File: config.mk
export PLATFORM = sky130hd
export DESIGN_NAME = vend_core_multi
export DESIGN_NICKNAME = d
export VERILOG_FILES = /design/src/rtl/vend_pkg.sv /design/src/rtl/change_dispenser.sv /design/src/rtl/vend_core_multi.sv
export SDC_FILE = /design/constraint.sdc
export NUM_CORES = 1
export LEC_CHECK = 0
export CAP_MARGIN = 10
export CORE_MARGIN = 2
export CORE_UTILIZATION = 35
export CTS_CLUSTER_SIZE = 8
export DETAILED_ROUTE_END_ITERATION = 10
export GPL_ROUTABILITY_DRIVEN = 0
export GPL_TIMING_DRIVEN = 0
export MAX_ROUTING_LAYER = met4
export PLACE_DENSITY = 0.53
export SETUP_SLACK_MARGIN = 0.15
export SYNTH_ARGS = -nofsm -noshare
export SYNTH_HDL_FRONTEND = slang
export SYNTH_SLANG_ARGS = --single-unit
File: constraint.sdc
create_clock -name clk -period 8.5 [get_ports clk]
set_clock_uncertainty 0.05 [all_clocks]
set_input_delay 2.55 -clock clk [delete_from_list [all_inputs] [get_ports clk]]
set_output_delay 2.55 -clock clk [all_outputs]
set_load 0.02 [all_outputs]
File: src/rtl/vend_pkg.sv
// Shared definitions for the vending core: FSM state encoding and payout coin values.
package vend_pkg;

  localparam int unsigned STATE_W = 3;

  typedef enum logic [STATE_W-1:0] {
    ST_IDLE   = 3'd0,
    ST_CREDIT = 3'd1,
    ST_VEND   = 3'd2,
    ST_CHANGE = 3'd3,
    ST_ERROR  = 3'd4
  } state_e;

  localparam int unsigned COIN5 = 5;
  localparam int unsigned COIN2 = 2;
  localparam int unsigned COIN1 = 1;

endpackage

File: src/rtl/change_dispenser.sv
// Greedy change dispenser: pays an amount as 5/2/1 coins, one coin every PAYOUT_GAP cycles.
// Ports: start/amount load a new payout (first coin on the following cycle);
//        coin_pulse/coin_value strobe each coin; done pulses with the final coin.
module change_dispenser
  import vend_pkg::*;
#(
  parameter int unsigned CREDIT_W   = 8,
  parameter int unsigned PAYOUT_GAP = 4
) (
  input  logic                clk,
  input  logic                rst,
  input  logic                start,
  input  logic [CREDIT_W-1:0] amount,
  output logic                coin_pulse,
  output logic [CREDIT_W-1:0] coin_value,
  output logic                done
);

  localparam int unsigned GAP_W = (PAYOUT_GAP > 2) ? $clog2(PAYOUT_GAP) : 1;

  logic                busy_q, busy_d;
  logic [CREDIT_W-1:0] rem_q, rem_d;
  logic [GAP_W-1:0]    gap_q, gap_d;
  logic                coin_pulse_q, coin_pulse_d;
  logic [CREDIT_W-1:0] coin_value_q, coin_value_d;
  logic                done_q, done_d;
  logic [CREDIT_W-1:0] coin_c;

  // Largest coin that fits the remaining amount
  always_comb begin
    coin_c = CREDIT_W'(COIN1);
    if (rem_q >= CREDIT_W'(COIN5)) begin
      coin_c = CREDIT_W'(COIN5);
    end else if (rem_q >= CREDIT_W'(COIN2)) begin
      coin_c = CREDIT_W'(COIN2);
    end
  end

  // Payout sequencing; gap counter at zero means a coin may go out this cycle
  always_comb begin
    busy_d       = busy_q;
    rem_d        = rem_q;
    gap_d        = gap_q;
    coin_pulse_d = 1'b0;
    coin_value_d = coin_value_q;
    done_d       = 1'b0;
    if (start) begin
      busy_d = 1'b1;
      rem_d  = amount;
      gap_d  = '0;
    end else if (busy_q) begin
      if (rem_q == '0) begin
        busy_d = 1'b0;
        done_d = 1'b1;
      end else if (gap_q == '0) begin
        coin_pulse_d = 1'b1;
        coin_value_d = coin_c;
        rem_d        = rem_q - coin_c;
        gap_d        = GAP_W'(PAYOUT_GAP - 1);
        if (rem_q == coin_c) begin
          busy_d = 1'b0;
          done_d = 1'b1;
        end
      end else begin
        gap_d = gap_q - GAP_W'(1);
      end
    end
  end

  always_ff @(posedge clk or posedge rst) begin
    if (rst) begin
      busy_q       <= 1'b0;
      rem_q        <= '0;
      gap_q        <= '0;
      coin_pulse_q <= 1'b0;
      coin_value_q <= '0;
      done_q       <= 1'b0;
    end else begin
      busy_q       <= busy_d;
      rem_q        <= rem_d;
      gap_q        <= gap_d;
      coin_pulse_q <= coin_pulse_d;
      coin_value_q <= coin_value_d;
      done_q       <= done_d;
    end
  end

  assign coin_pulse = coin_pulse_q;
  assign coin_value = coin_value_q;
  assign done       = done_q;

endmodule

File: src/rtl/vend_core_multi.sv
// Multi-item vending core: credit accumulation, price/stock check, vend, greedy change,
// idle timeout refund and timed error indication.
// Ports: coin_pulse/coin_value and purchase/item_sel in; restock level refills in IDLE;
//        price_flat packs per-item prices. Outputs credit, stock_level (selected item),
//        vend/payout/reject strobes, error_flag and the encoded state.
module vend_core_multi
  import vend_pkg::*;
#(
  parameter int unsigned NUM_ITEMS   = 4,
  parameter int unsigned ITEM_W      = 2,
  parameter int unsigned CREDIT_W    = 8,
  parameter int unsigned MAX_CREDIT  = 99,
  parameter int unsigned STOCK_W     = 4,
  parameter int unsigned MAX_STOCK   = 9,
  parameter int unsigned TIMEOUT_CYC = 1000,
  parameter int unsigned ERR_CYC     = 16,
  parameter int unsigned PAYOUT_GAP  = 4
) (
  input  logic                          clk,
  input  logic                          rst,
  input  logic                          coin_pulse,
  input  logic [CREDIT_W-1:0]           coin_value,
  input  logic                          purchase,
  input  logic [ITEM_W-1:0]             item_sel,
  input  logic                          restock,
  input  logic [NUM_ITEMS*CREDIT_W-1:0] price_flat,
  output logic [CREDIT_W-1:0]           credit,
  output logic [STOCK_W-1:0]            stock_level,
  output logic                          vend_pulse,
  output logic [ITEM_W-1:0]             vend_item,
  output logic                          payout_pulse,
  output logic [CREDIT_W-1:0]           payout_value,
  output logic                          coin_reject,
  output logic                          error_flag,
  output logic [STATE_W-1:0]            state
);

  localparam int unsigned TMR_W = (TIMEOUT_CYC > 2) ? $clog2(TIMEOUT_CYC) : 1;
  localparam int unsigned ERR_W = (ERR_CYC > 2) ? $clog2(ERR_CYC) : 1;

  state_e              state_q, state_d;
  logic [CREDIT_W-1:0] credit_q, credit_d;
  logic [STOCK_W-1:0]  stock_q [NUM_ITEMS];
  logic [STOCK_W-1:0]  stock_d [NUM_ITEMS];
  logic [STOCK_W-1:0]  stock_level_q, stock_level_d;
  logic                purchase_q, purchase_d;
  logic                pend_q, pend_d;
  logic [ITEM_W-1:0]   sel_q, sel_d;
  logic [TMR_W-1:0]    timer_q, timer_d;
  logic [ERR_W-1:0]    err_cnt_q, err_cnt_d;
  logic                vend_pulse_q, vend_pulse_d;
  logic [ITEM_W-1:0]   vend_item_q, vend_item_d;
  logic                coin_reject_q, coin_reject_d;
  logic                error_flag_q, error_flag_d;

  logic [CREDIT_W:0]   coin_sum;
  logic                coin_ok, pur_edge, sel_valid;
  logic [CREDIT_W-1:0] sel_price, vend_price, vend_rem;
  logic [STOCK_W-1:0]  sel_stock;
  logic                disp_start;
  logic [CREDIT_W-1:0] disp_amount;
  logic                disp_coin;
  logic [CREDIT_W-1:0] disp_value;
  logic                disp_done;

  // Coin acceptance and selection lookups
  always_comb begin
    coin_sum   = {1'b0, credit_q} + {1'b0, coin_value};
    coin_ok    = coin_pulse && (coin_value != '0) &&
                 ((state_q == ST_IDLE) || (state_q == ST_CREDIT)) &&
                 (coin_sum <= (CREDIT_W+1)'(MAX_CREDIT));
    pur_edge   = purchase && !purchase_q;
    sel_valid  = 32'(item_sel) < NUM_ITEMS;
    sel_price  = price_flat[32'(item_sel)*CREDIT_W +: CREDIT_W];
    sel_stock  = sel_valid ? stock_q[item_sel] : '0;
    vend_price = price_flat[32'(sel_q)*CREDIT_W +: CREDIT_W];
    vend_rem   = credit_q - vend_price;
  end

  // Next-state and output logic
  always_comb begin
    state_d       = state_q;
    credit_d      = credit_q;
    stock_d       = stock_q;
    purchase_d    = purchase;
    pend_d        = pend_q;
    sel_d         = sel_q;
    timer_d       = '0;
    err_cnt_d     = '0;
    vend_pulse_d  = 1'b0;
    vend_item_d   = vend_item_q;
    coin_reject_d = coin_pulse && !coin_ok;
    error_flag_d  = 1'b0;
    disp_start    = 1'b0;
    disp_amount   = credit_q;

    case (state_q)
      ST_IDLE: begin
        pend_d = 1'b0;
        if (restock) begin
          for (int unsigned i = 0; i < NUM_ITEMS; i++) begin
            stock_d[i] = STOCK_W'(MAX_STOCK);
          end
        end
        if (coin_ok) begin
          credit_d = coin_value;
          state_d  = ST_CREDIT;
        end
      end
      ST_CREDIT: begin
        timer_d = (coin_pulse || pur_edge) ? '0 : timer_q + TMR_W'(1);
        if (coin_ok) begin
          // A purchase edge alongside an accepted coin is judged next cycle
          credit_d = coin_sum[CREDIT_W-1:0];
          if (pur_edge) pend_d = 1'b1;
        end else if (pur_edge || pend_q) begin
          pend_d = 1'b0;
          sel_d  = item_sel;
          if (!sel_valid || (sel_stock == '0) || (credit_q < sel_price)) begin
            state_d      = ST_ERROR;
            error_flag_d = 1'b1;
          end else begin
            state_d = ST_VEND;
          end
        end else if (timer_q == TMR_W'(TIMEOUT_CYC - 1)) begin
          state_d    = ST_CHANGE;
          disp_start = 1'b1;
        end
      end
      ST_VEND: begin
        vend_pulse_d     = 1'b1;
        vend_item_d      = sel_q;
        stock_d[sel_q]   = stock_q[sel_q] - STOCK_W'(1);
        credit_d         = vend_rem;
        if (vend_rem != '0) begin
          state_d     = ST_CHANGE;
          disp_start  = 1'b1;
          disp_amount = vend_rem;
        end else begin
          state_d = ST_IDLE;
        end
      end
      ST_CHANGE: begin
        if (disp_coin) credit_d = credit_q - disp_value;
        if (disp_done) state_d = ST_IDLE;
      end
      ST_ERROR: begin
        if (err_cnt_q == ERR_W'(ERR_CYC - 1)) begin
          state_d = (credit_q != '0) ? ST_CREDIT : ST_IDLE;
        end else begin
          err_cnt_d    = err_cnt_q + ERR_W'(1);
          error_flag_d = 1'b1;
        end
      end
      default: state_d = ST_IDLE;
    endcase

    stock_level_d = sel_valid ? stock_d[item_sel] : '0;
  end

  always_ff @(posedge clk or posedge rst) begin
    if (rst) begin
      state_q       <= ST_IDLE;
      credit_q      <= '0;
      for (int unsigned i = 0; i < NUM_ITEMS; i++) begin
        stock_q[i] <= STOCK_W'(MAX_STOCK);
      end
      stock_level_q <= STOCK_W'(MAX_STOCK);
      purchase_q    <= 1'b0;
      pend_q        <= 1'b0;
      sel_q         <= '0;
      timer_q       <= '0;
      err_cnt_q     <= '0;
      vend_pulse_q  <= 1'b0;
      vend_item_q   <= '0;
      coin_reject_q <= 1'b0;
      error_flag_q  <= 1'b0;
    end else begin
      state_q       <= state_d;
      credit_q      <= credit_d;
      stock_q       <= stock_d;
      stock_level_q <= stock_level_d;
      purchase_q    <= purchase_d;
      pend_q        <= pend_d;
      sel_q         <= sel_d;
      timer_q       <= timer_d;
      err_cnt_q     <= err_cnt_d;
      vend_pulse_q  <= vend_pulse_d;
      vend_item_q   <= vend_item_d;
      coin_reject_q <= coin_reject_d;
      error_flag_q  <= error_flag_d;
    end
  end

  change_dispenser #(
    .CREDIT_W  (CREDIT_W),
    .PAYOUT_GAP(PAYOUT_GAP)
  ) u_change (
    .clk       (clk),
    .rst       (rst),
    .start     (disp_start),
    .amount    (disp_amount),
    .coin_pulse(disp_coin),
    .coin_value(disp_value),
    .done      (disp_done)
  );

  assign credit       = credit_q;
  assign stock_level  = stock_level_q;
  assign vend_pulse   = vend_pulse_q;
  assign vend_item    = vend_item_q;
  assign payout_pulse = disp_coin;
  assign payout_value = disp_value;
  assign coin_reject  = coin_reject_q;
  assign error_flag   = error_flag_q;
  assign state        = state_q;

endmodule

==> impl_metrics.json <==
{
  "clockPowerShare_pct": 15.6,
  "antenna_found_initial": 0,
  "fmax_ghz": 0.1673,
  "worstPathRequired_ps": 8710,
  "layout-drive-gt1-share_pct": 11.39,
  "synth.distinct_cells": 70,
  "synth-adder-area-share_pct": 9.132,
  "post_cts_resized": 0,
  "drc": 0,
  "clock_path_buffers": 2,
  "boundaryPins": 76,
  "cts_tree": "yes",
  "worstSetupEndpointType": "flop",
  "rows": 44,
  "timing.final.crit_share_pct": 70.31,
  "cp.buffers_inverters": 3,
  "clock_latency_ps": 340,
  "cp_cell_sequence": "clkdlybuf4s50_1 > mux4_2 > ha_1 > fa_1 > nor2b_1 > o22ai_1 > xor2_1 > nand2_1 > nor3_1 > a31o_1 > buf_6 > o31a_1 > buf_4 > mux2i_1",
  "synth.largest_area_cell": "dfrtp_1",
  "grt_use_total_pct": 19.19,
  "setup_violations": 0,
  "min_path_type": "reg2reg",
  "hold_violations": 0,
  "syn-cell-area_mm2": 0.005261,
  "yosysSeqAreaShare_pct": 33.53,
  "synth.most_common_cell": "dfrtp_1",
  "pwr-share-comb_pct": 61.4,
  "slew_headroom_pct": 43.06,
  "tns_ps": 0,
  "post_cts_buffers": 0,
  "slowest_delay_ps": 500,
  "synth_top_flop_cell": "dfrtp_1",
  "p_int_mw": 1.428,
  "clock_tree.root_cell": "clkbuf_16",
  "yosys_register_bits": 70,
  "slew_viol_final": 0,
  "maxCapViolations": 0,
  "dieWidth_um": 126.6,
  "fin_crit_ps": 5976,
  "synth_compound_area_share_pct": 16.88,
  "synth_common_cells": "dfrtp_1 (60), nor2_1 (56), inv_1 (49), a21oi_1 (38), nand2_1 (34)",
  "syn_avg_cell_area_um2": 9.514,
  "via_count": 4555,
  "worstPathArrival_ps": 6190,
  "clock_sinks": 70,
  "cts_buffers": 9,
  "nets": 719,
  "worstSetupPathType": "in2reg",
  "ys_warn_count": 0,
  "synthArstFlopShare_pct": 100.0,
  "htree_levels": 3,
  "cp_slowest_cell": "mux4_2",
  "rsz0062_at_grt": "no",
  "power.switching_mw": 1.201,
  "yosys.area_share.simple_pct": 15.70,
  "synth_xor_area_share_pct": 4.994,
  "ir_drop_v": 0.0001265,
  "cp_max_fo": 10,
  "synth_top_family_by_area": "compound AO/OA/AOI/OAI gates",
  "outcome": "finished clean",
  "antenna_left": 0,
  "diodes": 0,
  "power_density_mw_per_mm2": 403.5,
  "grt_max_degree": 71,
  "drt_iter0_drc": 326,
  "routed_wirelength_um": 14570,
  "grt_pass1_wl_um": 23800,
  "critPathTopFamily": "buffers and inverters",
  "power_leakage_nw": 2.746,
  "clk_transition_reported_paths_ps": 60,
  "grt_overflow": 0,
  "ys_top_cells_by_area": "dfrtp_1 (29%), mux4_2 (10%), ha_1 (7.6%)",
  "switching_share_pct": 45.68,
  "synthCells": 553,
  "hpwlAfterDp_um": 11430,
  "coreArea_mm2": 0.01459,
  "pre_cts_slack_ps": 2189,
  "die-area_mm2": 0.01603,
  "setup_ws_ps": 2524,
  "critPathLaunchType": "input pin",
  "grt_pass1_vias": 4712,
  "die_h_um": 126.6,
  "seqPwrFrac_pct": 23.0,
  "start_util_pct": 36.06,
  "synth_top_area_share_pct": 28.54,
  "worstMarginPinSlew_ps": 854.2,
  "firstDrtPassIters": 5,
  "holdBufCountCts": 0,
  "synth-edff-count": 0,
  "syn_to_final_growth_pct": 23.85,
  "post_drt_via_cell_ratio": 5.521,
  "port-buffer-count": 68,
  "avgRoutedWirePerCell_um": 17.66,
  "synth.area.mux_share_pct": 13.82
}
[area by class of cell]
class,count,area (µm²)
fill,1432,8073
multi-input combinational,414,3203
tap,184,230.2
sequential,70,1764
timing repair buffer,68,680.7
clock buffer,11,242.7
inverter,50,190.2
buffer,23,121.4
clock inverter,5,83.83
[cells by family (layout without fill, tap and decap cells)]
logic type      after synthesis  count (layout)
xor+xnor                     30              30
other cells                   1               5
compound gates              133             133
buf+inv                      73             157
fa+ha+maj                    36              36
mux                          42              42
flops                        70              70
simple gates                168             168
[layout by cell type, fill, tap and decap left out, types with 8 or more instances in the layout]
master / n
dfstp_2: 10
nand2_1: 34
a21oi_1: 38
mux4_2: 24
dfrtp_1: 60
o21ai_0: 28
clkbuf_1: 13
inv_1: 48
clkbuf_16: 9
mux2i_1: 13
nand3_1: 12
xor2_1: 13
ha_1: 32
nor4_1: 8
nor2_1: 56
nor2b_1: 10
nor3_1: 13
xnor2_1: 17
clkdlybuf4s50_1: 68
[stage by stage]
step	utilization (%)	hold WS (ps)	total power, mW	instance area (µm²)	instances
floorplan	-	381.3	1.727	5276	557
global placement	42.41	394.5	2.171	6187	809
detailed placement	42.43	407.7	2.204	6190	809
CTS	44.67	415.9	2.628	6516	825
global route	44.67	446.1	2.839	6516	825
finish	44.67	418.6	2.629	6516	825
[layer usage]
layer	wire, µm	track usage, %	up-vias
li1	-	-	2170
met1	6734	24.94	2216
met2	6866	30.01	147
met3	717	3.754	22
met4	255	6.787	0
met5	0	-	-
[final timing paths]
check	start	end	slack (ps)	cells after the start
worst min register to register	err_cnt_q[0]	err_cnt_q[0]	420	1
min in group asynchronous	rst	stock_level[1]	2700	2
worst max-delay path	price_flat[24]	u_change.rem_q[5]	2520	14
max in group asynchronous	rst	u_change.coin_pulse	5150	2
worst max register to register	sel_q[0]	u_change.rem_q[5]	3860	15
worst min-delay path	err_cnt_q[0]	err_cnt_q[0]	420	1
[power groups by stage]
stage               logic, mW  registers, mW  clock network (mW)
finish                   1.61          0.604               0.410
global route             1.78          0.620               0.439
CTS                      1.61          0.603               0.420
detailed placement       1.60          0.609                   0
global placement         1.56          0.607                   0
floorplan                1.11          0.613                   0
[flip-flops by register name, summed over array words and instances (netlist names)]
signal and cells:
u_change.done 1, purchase_q 1, error_flag 1, u_change.coin_pulse 1
u_change.gap_q 2, err_cnt_q 4, coin_reject 1, state 3
u_change.coin_value 3, timer_q 10, u_change.rem_q 8, stock_level 4
pend_q 1, u_change.busy_q 1, credit 8, sel_q 2
stock_q 16, vend_pulse 1, vend_item 2
[worst reg2reg max path: stages, from the launching register on]
cell and delay, ps:
dfrtp_1 310, buf_2 260, buf_1 600, mux4_2 620, ha_1 230, fa_1 420, nor2b_1 170, o22ai_1 110
xor2_1 300, nand2_1 100, nor3_1 310, a31o_1 290, buf_6 170, o31a_1 210, buf_4 220, mux2i_1 200
Power figures use the tool's default switching activity.
